**src/rtl/fp_adder.sv**
```systemverilog
// fp_adder: multi-cycle IEEE-754 binary32/binary16 add/subtract with RNE/RTZ rounding.
// Optional macro FP_ADDER_FTZ_EN flushes subnormal inputs and tiny results to signed zero.
module fp_adder (
    input  logic        clk,
    input  logic        rst,
    input  logic [31:0] op_a,
    input  logic [31:0] op_b,
    input  logic [2:0]  op_code,
    input  logic        mode_fp,
    input  logic        round_mode,
    input  logic        start,
    input  logic        ready_in,
    output logic [31:0] result,
    output logic        valid_out,
    output logic [4:0]  flags
);

    typedef enum logic [2:0] {
        S_IDLE, S_UNPACK, S_ALIGN, S_ADD, S_NORM, S_ROUND, S_DONE
    } state_t;

    // Half fractions are left-aligned into the 24-bit mantissa so both formats share one datapath.
    typedef struct packed {
        logic        sign;
        logic [9:0]  exp;
        logic [23:0] man;
        logic        nan;
        logic        snan;
        logic        inf;
    } unp_t;

    typedef struct packed {
        logic [31:0] res;
        logic [4:0]  flg;
    } rnd_t;

    function automatic unp_t unpack(input logic [31:0] x, input logic single);
        unp_t        u;
        logic [7:0]  e;
        logic [22:0] f;
        logic        all_ones;
        if (single) begin
            u.sign   = x[31];
            e        = x[30:23];
            f        = x[22:0];
            all_ones = (e == 8'hFF);
        end else begin
            u.sign   = x[15];
            e        = {3'b000, x[14:10]};
            f        = {x[9:0], 13'b0};
            all_ones = (e == 8'h1F);
        end
        u.nan  = all_ones && (f != 23'd0);
        u.snan = u.nan && !f[22];
        u.inf  = all_ones && (f == 23'd0);
`ifdef FP_ADDER_FTZ_EN
        if (e == 8'd0) f = 23'd0;
`endif
        u.man = {(e != 8'd0), f};
        u.exp = (e == 8'd0) ? 10'd1 : {2'b00, e};
        return u;
    endfunction

    function automatic logic [31:0] inf_of(input logic sign, input logic single);
        return single ? {sign, 8'hFF, 23'h0} : {16'h0000, sign, 5'h1F, 10'h000};
    endfunction

    function automatic logic [4:0] lzc27(input logic [26:0] v);
        logic [4:0] n;
        logic       found;
        n     = 5'd27;
        found = 1'b0;
        for (int i = 26; i >= 0; i--) begin
            if (v[i] && !found) begin
                n     = 5'(26 - i);
                found = 1'b1;
            end
        end
        return n;
    endfunction

    // m carries the hidden bit at [26]; the round point depends on the format.
    function automatic rnd_t round_pack(input logic [26:0] m, input logic [9:0] exp,
                                        input logic sign, input logic single, input logic rtz);
        rnd_t        r;
        logic [23:0] kept;
        logic [23:0] man;
        logic [24:0] sum;
        logic [9:0]  e;
        logic [9:0]  emax;
        logic        g, rb, s, lsb, inc, nx, tiny, ovf;
        kept = single ? m[26:3] : {m[26:16], 13'b0};
        g    = single ? m[2] : m[15];
        rb   = single ? m[1] : m[14];
        s    = single ? m[0] : |m[13:0];
        lsb  = single ? m[3] : m[16];
        nx   = g | rb | s;
        inc  = !rtz && g && (rb || s || lsb);
        sum  = {1'b0, kept} + (inc ? (single ? 25'h1 : 25'h2000) : 25'h0);
        if (sum[24]) begin
            man = sum[24:1];
            e   = exp + 10'd1;
        end else begin
            man = sum[23:0];
            e   = exp;
        end
        emax  = single ? 10'd255 : 10'd31;
        tiny  = !man[23];
        ovf   = !tiny && (e >= emax);
        r.flg = {3'b000, tiny && nx, nx};
        if (tiny) e = 10'd0;
        if (single) r.res = {sign, e[7:0], man[22:0]};
        else        r.res = {16'h0000, sign, e[4:0], man[22:13]};
`ifdef FP_ADDER_FTZ_EN
        if (tiny) begin
            r.res = single ? {sign, 31'h0} : {16'h0000, sign, 15'h0};
            r.flg = 5'b00011;
        end
`endif
        if (ovf) begin
            if (rtz) r.res = single ? {sign, 8'hFE, 23'h7FFFFF} : {16'h0000, sign, 5'h1E, 10'h3FF};
            else     r.res = inf_of(sign, single);
            r.flg = 5'b00101;
        end
        return r;
    endfunction

    state_t      state_q, state_d;
    logic [31:0] a_q, a_d, b_q, b_d;
    logic        sub_q, sub_d, single_q, single_d, rtz_q, rtz_d;
    logic        sign_big_q, sign_big_d, eff_sub_q, eff_sub_d, zero_sign_q, zero_sign_d;
    logic        spec_q, spec_d;
    logic [31:0] spec_res_q, spec_res_d;
    logic [4:0]  spec_flg_q, spec_flg_d;
    logic [9:0]  exp_big_q, exp_big_d, shift_q, shift_d;
    logic [23:0] man_big_q, man_big_d, man_small_q, man_small_d;
    logic [26:0] big_al_q, big_al_d, small_al_q, small_al_d;
    logic [27:0] sum_q, sum_d;
    logic [26:0] norm_man_q, norm_man_d;
    logic [9:0]  norm_exp_q, norm_exp_d;
    logic        zero_q, zero_d;
    logic [31:0] result_q, result_d;
    logic [4:0]  flags_q, flags_d;

    unp_t        ua, ub;
    rnd_t        rnd;
    logic        a_ge_b;
    logic [31:0] qnan;
    logic [53:0] full;
    logic [4:0]  lz;
    logic [9:0]  sh;

    always_ff @(posedge clk) begin
        if (rst) begin
            state_q  <= S_IDLE;
            result_q <= 32'h0;
            flags_q  <= 5'h0;
        end else begin
            state_q  <= state_d;
            result_q <= result_d;
            flags_q  <= flags_d;
        end
    end

    always_ff @(posedge clk) begin
        a_q         <= a_d;
        b_q         <= b_d;
        sub_q       <= sub_d;
        single_q    <= single_d;
        rtz_q       <= rtz_d;
        sign_big_q  <= sign_big_d;
        eff_sub_q   <= eff_sub_d;
        zero_sign_q <= zero_sign_d;
        spec_q      <= spec_d;
        spec_res_q  <= spec_res_d;
        spec_flg_q  <= spec_flg_d;
        exp_big_q   <= exp_big_d;
        shift_q     <= shift_d;
        man_big_q   <= man_big_d;
        man_small_q <= man_small_d;
        big_al_q    <= big_al_d;
        small_al_q  <= small_al_d;
        sum_q       <= sum_d;
        norm_man_q  <= norm_man_d;
        norm_exp_q  <= norm_exp_d;
        zero_q      <= zero_d;
    end

    always_comb begin
        state_d = state_q;
        case (state_q)
            S_IDLE:   if (start) state_d = S_UNPACK;
            S_UNPACK: state_d = S_ALIGN;
            S_ALIGN:  state_d = S_ADD;
            S_ADD:    state_d = S_NORM;
            S_NORM:   state_d = S_ROUND;
            S_ROUND:  state_d = S_DONE;
            S_DONE:   if (ready_in) state_d = S_IDLE;
            default:  state_d = S_IDLE;
        endcase
    end

    always_comb begin
        valid_out = (state_q == S_DONE);
        result    = result_q;
        flags     = flags_q;
    end

    always_comb begin
        ua     = unpack(a_q, single_q);
        ub     = unpack(b_q, single_q);
        ub.sign = ub.sign ^ sub_q;
        a_ge_b = {ua.exp, ua.man} >= {ub.exp, ub.man};
        qnan   = single_q ? 32'h7FC00000 : 32'h00007E00;
        full   = {man_small_q, 3'b000, 27'd0} >> shift_q;
        lz     = lzc27(sum_q[26:0]);
        sh     = ({5'd0, lz} < (exp_big_q - 10'd1)) ? {5'd0, lz} : (exp_big_q - 10'd1);
        rnd    = round_pack(norm_man_q, norm_exp_q, sign_big_q, single_q, rtz_q);

        a_d = a_q; b_d = b_q; sub_d = sub_q; single_d = single_q; rtz_d = rtz_q;
        sign_big_d = sign_big_q; eff_sub_d = eff_sub_q; zero_sign_d = zero_sign_q;
        spec_d = spec_q; spec_res_d = spec_res_q; spec_flg_d = spec_flg_q;
        exp_big_d = exp_big_q; shift_d = shift_q;
        man_big_d = man_big_q; man_small_d = man_small_q;
        big_al_d = big_al_q; small_al_d = small_al_q; sum_d = sum_q;
        norm_man_d = norm_man_q; norm_exp_d = norm_exp_q; zero_d = zero_q;
        result_d = result_q; flags_d = flags_q;

        case (state_q)
            S_IDLE: if (start) begin
                a_d      = op_a;
                b_d      = op_b;
                sub_d    = (op_code == 3'b001);
                single_d = mode_fp;
                rtz_d    = round_mode;
            end
            // UNPACK: classify, order by magnitude, resolve specials
            S_UNPACK: begin
                sign_big_d  = a_ge_b ? ua.sign : ub.sign;
                exp_big_d   = a_ge_b ? ua.exp : ub.exp;
                shift_d     = a_ge_b ? (ua.exp - ub.exp) : (ub.exp - ua.exp);
                man_big_d   = a_ge_b ? ua.man : ub.man;
                man_small_d = a_ge_b ? ub.man : ua.man;
                eff_sub_d   = ua.sign ^ ub.sign;
                zero_sign_d = ua.sign & ub.sign;
                spec_d      = ua.nan | ub.nan | ua.inf | ub.inf;
                spec_res_d  = 32'h0;
                spec_flg_d  = 5'h0;
                if (ua.nan || ub.nan) begin
                    spec_res_d = qnan;
                    spec_flg_d = {ua.snan | ub.snan, 4'b0000};
                end else if (ua.inf && ub.inf && (ua.sign != ub.sign)) begin
                    spec_res_d = qnan;
                    spec_flg_d = 5'b10000;
                end else if (ua.inf) begin
                    spec_res_d = inf_of(ua.sign, single_q);
                end else if (ub.inf) begin
                    spec_res_d = inf_of(ub.sign, single_q);
                end
            end
            // ALIGN: shift the smaller operand, jamming lost bits into sticky
            S_ALIGN: begin
                big_al_d = {man_big_q, 3'b000};
                if (shift_q >= 10'd27) small_al_d = {26'd0, |man_small_q};
                else                   small_al_d = full[53:27] | {26'd0, |full[26:0]};
            end
            // ADD
            S_ADD: begin
                sum_d = eff_sub_q ? ({1'b0, big_al_q} - {1'b0, small_al_q})
                                  : ({1'b0, big_al_q} + {1'b0, small_al_q});
            end
            // NORM: left shift stops at exponent 1 so tiny results stay subnormal
            S_NORM: begin
                zero_d = (sum_q == 28'd0);
                if (sum_q[27]) begin
                    norm_man_d = sum_q[27:1] | {26'd0, sum_q[0]};
                    norm_exp_d = exp_big_q + 10'd1;
                end else begin
                    norm_man_d = sum_q[26:0] << sh;
                    norm_exp_d = exp_big_q - sh;
                end
            end
            // ROUND
            S_ROUND: begin
                if (spec_q) begin
                    result_d = spec_res_q;
                    flags_d  = spec_flg_q;
                end else if (zero_q) begin
                    result_d = single_q ? {zero_sign_q, 31'h0} : {16'h0000, zero_sign_q, 15'h0};
                    flags_d  = 5'h0;
                end else begin
                    result_d = rnd.res;
                    flags_d  = rnd.flg;
                end
            end
            default: ;
        endcase
    end

endmodule

```
**config.mk**
```make
export PLATFORM = sky130hd
export DESIGN_NAME = fp_adder
export DESIGN_NICKNAME = d
export VERILOG_FILES = /design/src/rtl/fp_adder.sv
export SDC_FILE = /design/constraint.sdc
export NUM_CORES = 1
export LEC_CHECK = 0
export CAP_MARGIN = 20
export CORE_ASPECT_RATIO = 1.2
export CORE_MARGIN = 10
export CORE_UTILIZATION = 40
export CTS_BUF_LIST = sky130_fd_sc_hd__clkbuf_16
export CTS_CLUSTER_DIAMETER = 40
export DETAILED_ROUTE_END_ITERATION = 10
export SLEW_MARGIN = 30
export SYNTH_ARGS = -nofsm -noshare
export SYNTH_HDL_FRONTEND = slang
export SYNTH_SLANG_ARGS = --single-unit
```
**constraint.sdc**
```tcl
create_clock -name clk -period 9.2 [get_ports clk]
set_clock_uncertainty 0.05 [all_clocks]
set_input_delay 1.84 -clock clk [delete_from_list [all_inputs] [get_ports clk]]
set_output_delay 1.84 -clock clk [all_outputs]
set_load 0.03 [all_outputs]
```
Word-level counts from Yosys, hierarchy flattened
Index checks and enable logic that the tools add are counted.
{ "totals": {"ff_bits": 333, "in_bits": 73, "out_inout_bits": 38, "word_cells": 258} }
{ "classes": {"addsub": 9, "order_cmp": 4, "eq_ne": 14, "n_shift": 2, "mux": 106, "bitwise": 11, "n_reduce_logical": 86} }
{ "ops": {"columns": ["operator", "n"], "rows": [
  ["32-bit 2-to-1 mux", 13],
  ["5-bit 2-to-1 mux", 31],
  ["24-bit 2-to-1 mux", 3],
  ["8-bit 2-to-1 mux", 7],
  ["27-bit by 1-bit bitwise OR with 27-bit output", 2],
  ["54-bit by 10-bit right shift with 54-bit output", 1],
  ["23-bit logical NOT", 2],
  ["23-bit 2-to-1 mux", 2],
  ["23-bit nonzero test", 2],
  ["10-bit 2-to-1 mux", 4],
  ["1-bit logical AND", 38],
  ["37-bit 2-to-1 mux", 1],
  ["1-bit 2-to-1 mux", 36],
  ["32-bit >= comparator", 1],
  ["31-bit 2-to-1 mux", 1],
  ["1-bit logical NOT", 30],
  ["27-bit by 27-bit adder with 28-bit output", 1],
  ["28-bit logical NOT", 1],
  ["14-bit 2-to-1 mux", 2],
  ["28-bit 2-to-1 mux", 1],
  ["27-bit by 27-bit subtractor with 28-bit output", 1],
  ["27-bit 2-to-1 mux", 1],
  ["27-bit OR reduction", 1],
  ["27-bit by 10-bit left shift with 27-bit output", 1],
  ["other kinds (28)", 49]
]} }

Logic depth before layout (Yosys ltp)
{ "depth": {"depth_word": 83, "mapped_depth": 27, "ltp_nobuf": 21} }

Worst setup path after synthesis
Ideal clock, no wire load.
{ "synth_path": {"kind": "input port to flip-flop", "startpoint": "in start", "endpoint": "reg a_q[0], enable pin", "setup_ps": 681, "arrival_ps": 8629, "t_required_ps": 8469, "path_slack_ps": -159, "cell_stages": 1, "cell_sequence": "nor4b_1"} }
{ "synth_via": {"elab_chain_len": 1} }
{ "synth_lines": {"columns": ["item", "line", "text"], "rows": [
  ["start: declaration", "11", "input logic start,"],
  ["2-bit AND reduction (no source line)", null, null],
  ["end signal: assignment", "166", "a_q <= a_d;"],
  ["end: declaration", "129", "logic [31:0] a_q, a_d, b_q, b_d;"]
]} }
No other way between the ends.
A chain may end at the register's enable or synchronous reset.

Worst setup path after layout
{ "layout_path": {"startpoint": "reg sum_q[21]", "endpoint": "reg norm_exp_q[7] (data pin)"} }
{ "layout_via": {"elab_chain_len": 69, "elab_cells_between_ends": 90, "cone_classes": "add/sub: 1; order compare: 1; mux: 45; reduce/logical: 43"} }
{ "layout_lines": {"columns": ["item", "line", "text"], "rows": [
  ["start: declaration", "138", "logic [27:0] sum_q, sum_d;"],
  ["start signal: assignment", "183", "sum_q <= sum_d;"],
  ["1-bit logical AND (*)", "74", "if (v[i] && !found) begin"],
  ["1-bit 2-to-1 mux", "74", null],
  ["1-bit logical NOT", "74", null],
  ["1-bit logical AND", "74", null],
  ["1-bit 2-to-1 mux", "74", null],
  ["1-bit logical NOT", "74", null],
  ["1-bit logical AND", "74", null],
  ["1-bit 2-to-1 mux", "74", null],
  ["[... 53 more ...]", null, null],
  ["1-bit 2-to-1 mux", "74", null],
  ["1-bit logical NOT", "74", null],
  ["1-bit logical AND", "74", null],
  ["5-bit 2-to-1 mux (*)", "74", null],
  ["5-bit by 10-bit less-than comparator with 1-bit output", "217", "sh = ({5'd0, lz} < (exp_big_q - 10'd1)) ? {5'd0, lz} : (exp_big_q - 10'd1);"],
  ["10-bit 2-to-1 mux (*)", "217", null],
  ["10-bit subtractor (*)", "280", "norm_exp_d = exp_big_q - sh;"],
  ["10-bit 2-to-1 mux (*)", "275", "if (sum_q[27]) begin"],
  ["end signal: assignment", "185", "norm_exp_q <= norm_exp_d;"],
  ["end: declaration", "140", "logic [9:0] norm_exp_q, norm_exp_d;"]
]} }
Mark *: on every way between the ends. The rest lies on a longest branch, timed or not.

==> metrics.md <==
| Metric | Value |
|---|---|
| Vias in the first global route | 16852 |
| Antenna violations before repair | 0 |
| Max Slew Vio Count | 0 |
| Die height | 268 µm |
| Root Buffer | clkbuf_16 |
| CP required | 9.47 ns |
| Combinational family with the most area after synthesis | compound AO/OA/AOI/OAI gates |
| Comb power frac | 20.2% |
| Slew @ Worst Pin | 0.908 ns |
| Maxcap violations | 0 |
| CP peak stage delay | 0.61 ns |
| Tmin final | 6.81 ns |
| Post-synthesis xor/xnor area fraction | 3.00% |
| Synthesized area | 20400 µm² |
| # hold bufs at CTS | 0 |
| Final Instance Area | 23600 µm² |
| Final count of hold timing violations | 0 |
| Setup violations, final | 0 |
| Post-synth top flop | edfxtp_1 |
| Crit path top cell by count | a21o_1 |
| Clock buffer depth | 3 |
| Placed cell area | 22100 µm² |
| Multi-input logic area | 10900 µm² |
| Row count | 90 |
| Internal power | 3.00 mW |
| Largest net degree at the start of global routing | 98 |
| Async S/R FF share, synth | 0% |
| Setup TNS | 0 ns |
| Pre-antenna DRT Iters | 6 |
| Compound-Gate Fraction of Synth Area | 19.6% |
| Worst Hold Class | flip-flop to flip-flop |
| Yosys cell types | 100 |
| Slew HR | 39.5% |
| Sw frac | 29.9% |
| CTS tree | yes |
| Syn_nets | 2360 |
| Hold WS | 0.355 ns |
| Cell breakdown of the critical path | or4_4 > nor4_4 > a21oi_1 > ha_1 > a21o_1 > a21oi_1 > nand2_1 > a211o_2 > nand2_1 > a21o_1 > inv_1 > ha_1 > a21o_1 > a21o_1 > a2111oi_0 > a31oi_1 > xnor2_1 |
| Synthesized area per cell | 9.40 µm² |
| Sw power | 1.28 mW |
| Final worst slack | 2.39 ns |
| Setup WS pre-CTS | 2.49 ns |
| Ports | 111 |
| Sequential share of the synthesized area | 42.0% |
| Wire per inst | 21.8 µm |
| Worst setup SP type | flip-flop |
| Die area | 60500 µm² |
| Area growth syn-to-layout | 15.7% |
| Gr usage total | 20.6% |
| Post-synthesis cell count | 2172 |
| Vias | 17188 |
| # port buffers | 109 |
| Register area | 8590 µm² |
| Commonest cells after routing, fill and taps aside | edfxtp_1 (260), nand2_1 (212), nor2_1 (170) |
| Max Clock Freq | 0.147 GHz |
| Final std cells w/o fill | 2911 |
| Clock share of power | 40.5% |
| CP Launch Point | sum_q[21] |
| Chip Width | 226 µm |
| Core box area | 50400 µm² |
| Share of layout cells above drive strength 1 | 8.51% |
| CP max stage cell | or4_4 |
| GRT Residual Overflow | 0 |
| WS Path Type | flip-flop to flip-flop |
| Lkg Pwr | 8.92 nW |
| Starting Density | 40.5% |
| CTS Buf Count | 44 |
| Final Net Count | 2419 |
| TritonCTS Sinks | 299 |
| Yosys Warn Count | 0 |
| Placed cells | 2829 |
| Worst r2r src | sum_q[21] |
| Setup bufs post-CTS | 0 |
| Post-cts resize count | 0 |
| DRT Wirelength | 63.4 mm |
| CP Capture Type | flip-flop |
| Most common cell after layout, fill and taps aside | edfxtp_1 |
| Layout Utilization | 46.8% |
| Fillers | 4824 |
| First-pass GRT wire length | 98.0 mm |
| Peak supply drop | 154 µV |
| Critical Path Fanout Max | 16 |
| EDFF count, synth | 260 |
| Overall power | 4.29 mW |
| Fraction of the mapped netlist area in adder cells | 7.19% |
| Post-Synth Simple-Gate Area | 16.9% |
| Post-DRT Antenna Nets | 0 |
| Ratio of final minimum period to clock period | 74.0% |
| GP Congestion | 0.948 |
| Antenna fix cells | 0 |
| Power per cell area | 181 nW/µm² |
| Skew-Pair Late Insertion Delay | 0.57 ns |
| Seq cells post-synth | 299 |
| Hold Path Origin | man_big_q[11] |
| DR DRC count | 0 |
| Initial drt markers | 1321 |
| Flop pwr share | 39.2% |
| H-tree depth | 2 |
| Data arrival, critical path | 7.08 ns |
| Post-detail-place hpwl | 49.1 mm |
| Unrepaired setup endpoints after global routing | false |
| Multiplexer area fraction after synthesis | 6.34% |
| DR vias/cell | 5.90 |
| Clock transition at path regs | 0.06 ns |
| Outcome | complete, no violations |
[cells by family (layout without fill, tap and decap cells)]
group,Yosys count,in the layout
and+or+nand+nor,714,714
AOI/OAI and AO/OA,618,618
DFF,299,299
buffers and inverters,252,347
adders and majority gates,115,115
muxes,103,103
xor gates and xnor gates,70,70
other,1,1
[flip-flops by register name, indices dropped and copies added (netlist names), 6 cells and up]
register     cells
spec_res_q       6
shift_q          9
norm_man_q      27
big_al_q        24
exp_big_q        8
man_big_q       24
small_al_q      27
man_small_q     24
b_q             32
norm_exp_q      10
result          32
sum_q           28
a_q             32
[path summary, 6_finish.rpt]
check	endpoint	slack, ns	cells past startpoint
worst max register to register	norm_exp_q[7]	2.39	17
worst min register to register	big_al_q[14]	0.35	0
worst max-delay path	norm_exp_q[7]	2.39	17
worst min-delay path	big_al_q[14]	0.35	0
[power groups by stage]
stage / logic, mW / registers [mW] / clock network [mW]
after floorplan: 0.630 / 1.67 / 0
after global placement: 0.859 / 1.71 / 0
after detailed placement: 0.861 / 1.71 / 0
after CTS: 0.865 / 1.68 / 1.78
after global routing: 0.959 / 1.69 / 1.84
final: 0.868 / 1.68 / 1.74
[Yosys cell counts, types with 39 or more instances]
cell,number,area [µm²]
clkbuf_1,75,282
ha_1,111,1390
a21o_1,39,293
nand2_1,212,796
xnor2_1,47,412
nand3_1,66,330
inv_1,126,473
o21ai_0,156,781
edfxtp_1,260,7810
dfxtp_1,39,781
nor3_1,72,360
a21oi_1,166,831
mux2i_1,63,631
nor2_1,171,642
[layer usage]
metal	track usage, %	vias to the layer above	share of wire (%)
met4	10.4	0	5.0
met5	0	-	0
met3	3.11	142	4.7
met2	36.5	531	51
met1	23.8	8303	39
li1	-	8212	-
[critical path: cells and delay by family (launching register included)]
family | cells | cell delay [ns]
AOI/OAI and AO/OA | 9 | 2.86
xor gates and xnor gates | 1 | 0.15
adders and majority gates | 2 | 0.85
buffers and inverters | 1 | 0.46
DFF | 1 | 0.52
and+or+nand+nor | 4 | 1.66
[final cells by class]
class | instances | share of cell area [%]
flip-flops and latches | 299 | 36.3
clock buffers | 46 | 4.87
repair buffers | 136 | 5.49
inverters | 129 | 2.06
multi-input cells | 1621 | 46.1
well taps | 644 | 3.41
clock inverters | 36 | 1.67
Power figures use the tool's default switching activity.
